### config.mk
export PLATFORM = sky130hd
export DESIGN_NAME = collect_buf_flat
export DESIGN_NICKNAME = d
export VERILOG_FILES = /design/src/rtl/collect_buf_if.sv /design/src/rtl/collect_buf.sv /design/src/flat_wrapper.sv
export SDC_FILE = /design/constraint.sdc
export NUM_CORES = 1
export LEC_CHECK = 0
export ABC_AREA = 0
export CORE_ASPECT_RATIO = 0.6
export CORE_UTILIZATION = 45
export CTS_BUF_LIST = sky130_fd_sc_hd__clkbuf_8 sky130_fd_sc_hd__clkbuf_16
export CTS_CLUSTER_DIAMETER = 200
export DETAILED_ROUTE_END_ITERATION = 10
export HOLD_SLACK_MARGIN = 0.15
export PLACE_DENSITY_LB_ADDON = 0.05
export SLEW_MARGIN = 25
export SYNTH_ARGS = -nofsm -noshare
export SYNTH_HDL_FRONTEND = slang
export SYNTH_SLANG_ARGS = --single-unit
### constraint.sdc
create_clock -name clk_i -period 7.58 [get_ports clk_i]
set_input_delay 1.516 -clock clk_i [delete_from_list [all_inputs] [get_ports clk_i]]
set_output_delay 1.516 -clock clk_i [all_outputs]
set_load 0.05 [all_outputs]
### src/rtl/collect_buf_if.sv
// Handshake/bus bundle for collect_buf: burst capture side, status flags and read port.
// COLLECT_ACC_EN adds the acc_i mode bit sampled with arm_vi.
interface collect_buf_if #(
  parameter int y_w   = 32,
  parameter int depth = 8
);
  localparam int aw = (depth > 1) ? $clog2(depth) : 1;

  logic           arm_vi;
  logic [y_w-1:0] d_i;
  logic           v_vi;
  logic           busy_o;
  logic           done_vo;
  logic           ovf_o;
  logic [aw-1:0]  addr_r_i;
  logic           r_vi;
  logic [y_w-1:0] data_r_o;
  logic           r_vo;
`ifdef COLLECT_ACC_EN
  logic           acc_i;

  modport master (
    output arm_vi, d_i, v_vi, addr_r_i, r_vi, acc_i,
    input  busy_o, done_vo, ovf_o, data_r_o, r_vo
  );
  modport slave (
    input  arm_vi, d_i, v_vi, addr_r_i, r_vi, acc_i,
    output busy_o, done_vo, ovf_o, data_r_o, r_vo
  );
`else
  modport master (
    output arm_vi, d_i, v_vi, addr_r_i, r_vi,
    input  busy_o, done_vo, ovf_o, data_r_o, r_vo
  );
  modport slave (
    input  arm_vi, d_i, v_vi, addr_r_i, r_vi,
    output busy_o, done_vo, ovf_o, data_r_o, r_vo
  );
`endif
endinterface

### src/rtl/collect_buf.sv
// Collects one burst of depth results from a systolic column into a register file.
// Optional COLLECT_ACC_EN: per-burst accumulate mode (mem += d_i) for K-split partial sums.
module collect_buf #(
  parameter int y_w   = 32,
  parameter int depth = 8
) (
  input logic           clk_i,
  input logic           rst_i,
  collect_buf_if.slave  bus
);
  localparam int aw = (depth > 1) ? $clog2(depth) : 1;
  localparam int pw = $clog2(depth) + 1;

  typedef enum logic [1:0] {IDLE, COLLECT, DONE} state_t;

  state_t         state_reg;
  logic [pw-1:0]  ptr_reg;
  logic           busy_reg;
  logic           done_reg;
  logic           ovf_reg;
  logic [y_w-1:0] data_r_reg;
  logic           r_v_reg;

  logic [y_w-1:0] mem [0:depth-1];

  logic           wr_en;
  logic [aw-1:0]  wr_addr;
  logic [y_w-1:0] wr_data;

`ifdef COLLECT_ACC_EN
  logic acc_reg;
  logic acc_mode;
`endif

  // An arm cycle always targets entry 0, whatever ptr held before.
  always_comb begin
    wr_en   = bus.v_vi & (bus.arm_vi | (state_reg == COLLECT));
    wr_addr = bus.arm_vi ? '0 : ptr_reg[aw-1:0];
    wr_data = bus.d_i;
`ifdef COLLECT_ACC_EN
    acc_mode = bus.arm_vi ? bus.acc_i : acc_reg;
    if (acc_mode) begin
      wr_data = mem[wr_addr] + bus.d_i;
    end
`endif
  end

  always_ff @(posedge clk_i) begin
    if (rst_i) begin
      state_reg <= IDLE;
      ptr_reg   <= '0;
      busy_reg  <= 1'b0;
      done_reg  <= 1'b0;
      ovf_reg   <= 1'b0;
`ifdef COLLECT_ACC_EN
      acc_reg   <= 1'b0;
`endif
    end else if (bus.arm_vi) begin
      ovf_reg <= 1'b0;
`ifdef COLLECT_ACC_EN
      acc_reg <= bus.acc_i;
`endif
      if (bus.v_vi) begin
        ptr_reg <= pw'(1);
        if (depth == 1) begin
          state_reg <= DONE;
          busy_reg  <= 1'b0;
          done_reg  <= 1'b1;
        end else begin
          state_reg <= COLLECT;
          busy_reg  <= 1'b1;
          done_reg  <= 1'b0;
        end
      end else begin
        ptr_reg   <= '0;
        state_reg <= COLLECT;
        busy_reg  <= 1'b1;
        done_reg  <= 1'b0;
      end
    end else begin
      case (state_reg)
        COLLECT: begin
          if (bus.v_vi) begin
            ptr_reg <= ptr_reg + pw'(1);
            if (ptr_reg == pw'(depth - 1)) begin
              state_reg <= DONE;
              busy_reg  <= 1'b0;
              done_reg  <= 1'b1;
            end
          end
        end
        default: begin
          if (bus.v_vi) begin
            ovf_reg <= 1'b1;
          end
        end
      endcase
    end
  end

  always_ff @(posedge clk_i) begin
    if (wr_en) begin
      mem[wr_addr] <= wr_data;
    end
  end

  // Registered read sees the pre-write contents on a same-address collision.
  always_ff @(posedge clk_i) begin
    if (rst_i) begin
      data_r_reg <= '0;
      r_v_reg    <= 1'b0;
    end else begin
      r_v_reg <= bus.r_vi;
      if (bus.r_vi) begin
        data_r_reg <= (int'(bus.addr_r_i) < depth) ? mem[bus.addr_r_i] : '0;
      end
    end
  end

  assign bus.busy_o   = busy_reg;
  assign bus.done_vo  = done_reg;
  assign bus.ovf_o    = ovf_reg;
  assign bus.data_r_o = data_r_reg;
  assign bus.r_vo     = r_v_reg;
endmodule

### src/flat_wrapper.sv
// flat-port wrapper written by rule: the top's interface ports become plain ports
module collect_buf_flat 
#(
  parameter int y_w   = 32,
  parameter int depth = 8
)
  (clk_i, rst_i, bus_arm_vi, bus_d_i, bus_v_vi, bus_addr_r_i, bus_r_vi, bus_busy_o, bus_done_vo, bus_ovf_o, bus_data_r_o, bus_r_vo);
  collect_buf_if #(.y_w(y_w), .depth(depth)) bus_i ();
  input logic clk_i;
  input logic rst_i;
  input wire logic [$bits(bus_i.arm_vi)-1:0] bus_arm_vi;
  input wire logic [$bits(bus_i.d_i)-1:0] bus_d_i;
  input wire logic [$bits(bus_i.v_vi)-1:0] bus_v_vi;
  input wire logic [$bits(bus_i.addr_r_i)-1:0] bus_addr_r_i;
  input wire logic [$bits(bus_i.r_vi)-1:0] bus_r_vi;
  output wire logic [$bits(bus_i.busy_o)-1:0] bus_busy_o;
  output wire logic [$bits(bus_i.done_vo)-1:0] bus_done_vo;
  output wire logic [$bits(bus_i.ovf_o)-1:0] bus_ovf_o;
  output wire logic [$bits(bus_i.data_r_o)-1:0] bus_data_r_o;
  output wire logic [$bits(bus_i.r_vo)-1:0] bus_r_vo;
  assign bus_i.arm_vi = bus_arm_vi;
  assign bus_i.d_i = bus_d_i;
  assign bus_i.v_vi = bus_v_vi;
  assign bus_i.addr_r_i = bus_addr_r_i;
  assign bus_i.r_vi = bus_r_vi;
  assign bus_busy_o = bus_i.busy_o;
  assign bus_done_vo = bus_i.done_vo;
  assign bus_ovf_o = bus_i.ovf_o;
  assign bus_data_r_o = bus_i.data_r_o;
  assign bus_r_vo = bus_i.r_vo;
  collect_buf #(.y_w(y_w), .depth(depth)) u_core (.clk_i(clk_i), .rst_i(rst_i), .bus(bus_i));
endmodule
==> results.md <==
- Outcome: completed
- Vias in the first global route: 5845
- Die Area: 25900 µm²
- Count of pins over their slew limit: 0
- Worst path cell trace: clkdlybuf4s50_1 > nor3b_1 > nand2_1 > nor2_4 > buf_4
- CTS Hold Bufs: 0
- Unrepaired setup endpoints after global routing: false
- Non-Filler Instances: 1055
- Largest stage delay on the critical path: ~0.57 ns
- Post-CTS sizing: 0
- Critical-path top delay cell: clkdlybuf4s50_1
- Total vias in the final route: 5688
- Hold WC Path Type: reg -> reg
- Pwr per Cell Area: 258 nW/µm²
- # diodes: 0
- WL/cell: 21.9 µm
- Placed cells: 1006
- Core area: approximately 24000 µm²
- Avg Cell Area, Syn: 17.9 µm²
- Synth warn: 0
- GRT Util Overall: 0.181
- Mapped Area: 11400 µm²
- Hpwl dp: 13200 µm
- Seq/Total Area, Yosys: 0.746
- Maximum fanout along the worst path: 22
- Max Clk Rate: 293 MHz
- Slew margin rel.: 0.357
- Initial drt markers: slightly below 300
- Dominant register cell in the synthesized netlist: edfxtp_1
- Final hold slack: approximately 0.49 ns
- Synthesized net count: 676
- Largest net degree at the start of global routing: between 80 and 90
- Crit path time final: ~3.4 ns
- Htree depth: 1
- Final Instance Area: 13500 µm²
- First-pass GRT wire length: 35500 µm
- Post-Synthesis Cells: 635
- Max reg flops: between 200 and 300
- 1st-pass router iterations: 5
- Top post-synthesis cells by area: edfxtp_1 (68%), dfxtp_1 (7.0%), mux2i_1 (5.7%)
- Most numerous cell in the Yosys netlist: edfxtp_1
- Worst vdd ir: 178 µV
- Layout cells sized above 1: 0.172
- Yosys top cell by area: edfxtp_1
- Crit path buffers/inverters: 2
- # clock sinks: 296
- Critical path class: in -> reg
- Nets: 754
- Drt total wl: 23100 µm
- Final GP Congestion: 0.724
- Post-synth EDFFs: around 260
- Worst path required time: around 7.8 ns
- Crit. End Element: flip-flop
- Ys async rst share: 0
- Footprint of the multi-input gates: between 2000 and 3000 µm²
- Total CTS buffers: 27
- Leak Pwr: ~0.0045 µW
- Post-route ant nets: 0
- Root Buffer: clkbuf_16
- Initial antenna violation count: 0
- IO Pins: 76
- Core Rows: 44
- Reg area: around 8500 µm²
- FILL cells: 1848
- Clk slew on worst S/H paths: approximately 0.06 ns
- DRC viols: 0
- Total power: 3480 µW
- CTS tree: built
- CP Launch Type: input port
- Die X: about 210 µm
- DP Area: 12500 µm²
- Worst-Skew Late Latency: between 0.5 and 0.6 ns
- Fin crit share: 0.450
- Starting Density: 0.464
- Bufs on Longest Clock Path: 3
- Port buffer count: 75
- Max-Cap Viols: 0
- Clock Skew: about 0.010 ns
- Synth top cells by count: edfxtp_1 (256), mux2i_1 (65), nor2_1 (41), dfxtp_1 (40), mux2_1 (33)
- #FFs+latches synth: 296
- CP arrival: 3.58 ns
- Postcts setup bufs: 0
- GRT Residual Overflow: 0
- Share of the synthesized area in the top cell type: 0.676
- Chip height: 125 µm
- CP delay by family, top: buffers and inverters
- Yosys cell types: 35
- Setup violators final: 0
- Setup_tns: 0 ns
- DR vias/cell: 5.39
- Least-Margin Pin Slew: 0.964 ns
- P&R area growth vs syn: 18.6%
- Endpoints failing hold: 0
## cell type report
type                            count  share of cell area
Sequential cell                   296               0.630
Clock inverter                     19              0.0161
Clock buffer                       30              0.0532
Inverter                            1            0.000278
Multi-Input combinational cell    297               0.198
Timing Repair Buffer               90              0.0730
Tap cell                          322              0.0299
## worst reg2reg max path, stage by stage, from the launching register on
cell and delay [ns]:
dfxtp_1 0.33, nand2b_1 0.20, nor3b_1 0.28, nand2_1 0.26
nor2_4 0.42, buf_4 0.47
## worst paths after layout
path              slack, ns                                  end  cells past startpoint                                start
hold reg to reg        0.49  u_core.bus.data_r_o[8]$_SDFFE_PP0P_                      2  u_core.bus.data_r_o[8]$_SDFFE_PP0P_
setup / recovery       4.17          u_core.mem[3][30]$_DFFE_PP_                      5                           bus_arm_vi
setup reg to reg       5.24          u_core.mem[3][30]$_DFFE_PP_                      5      u_core.bus.done_vo$_SDFFE_PP0P_
hold / removal         0.49  u_core.bus.data_r_o[8]$_SDFFE_PP0P_                      2  u_core.bus.data_r_o[8]$_SDFFE_PP0P_
## stage by stage
| stage | utilization | setup WS [ns] |
|---|---|---|
| 2_1_floorplan | - | 2.85 |
| 3_3_place_gp | 0.504 | 3.53 |
| 3_5_place_dp | 0.512 | 3.59 |
| 4_1_cts | 0.550 | 4.13 |
| 5_1_grt | 0.550 | 3.94 |
| 6_report | 0.550 | 4.17 |
## layout by cell type (no fill, tap or decap), drive strengths merged
master         count
o21a               1
a21oi              3
mux2              64
a22oi              9
edfxtp           256
nor3               5
a221o             23
nor2b              2
nand2              4
xor2               2
ha                 1
nand2b             5
inv                3
nand4b             1
nand4              1
nor2              41
clkbuf            30
a211oi            33
mux2i             65
clkinv            10
clkdlybuf4s50     72
o221ai             9
clkinvlp           2
nor4               1
o22ai             23
bufinv             5
buf               18
dfxtp             40
nor3b              1
o21ai              1
and3b              1
or3b               1
## where the power goes
group	total [µW]	internal, µW	switching (µW)
clock network	1420	847	570
registers	1810	1800	12.0
logic	255	96.7	158
## per-layer routing
layer / up-vias / share of wire / track usage
li1: 2697 / - / -
met1: 2848 / 0.49 / 0.267
met2: 126 / 0.45 / 0.288
met3: 17 / 0.042 / 0.0284
met4: 0 / 0.012 / 0.0351
met5: - / 0 / 0
## cell families (layout without fill, tap and decap cells)
group           after synthesis  after routing  synth area share
buf+inv                      42            140            0.0252
xor+xnor                      2              2           0.00154
mux                         129            129             0.121
simple gates                 63             63            0.0250
compound gates              102            102            0.0801
flops                       296            296             0.746
fa+ha+maj                     1              1           0.00110
No activity file was read; power rests on OpenSTA's default activity.
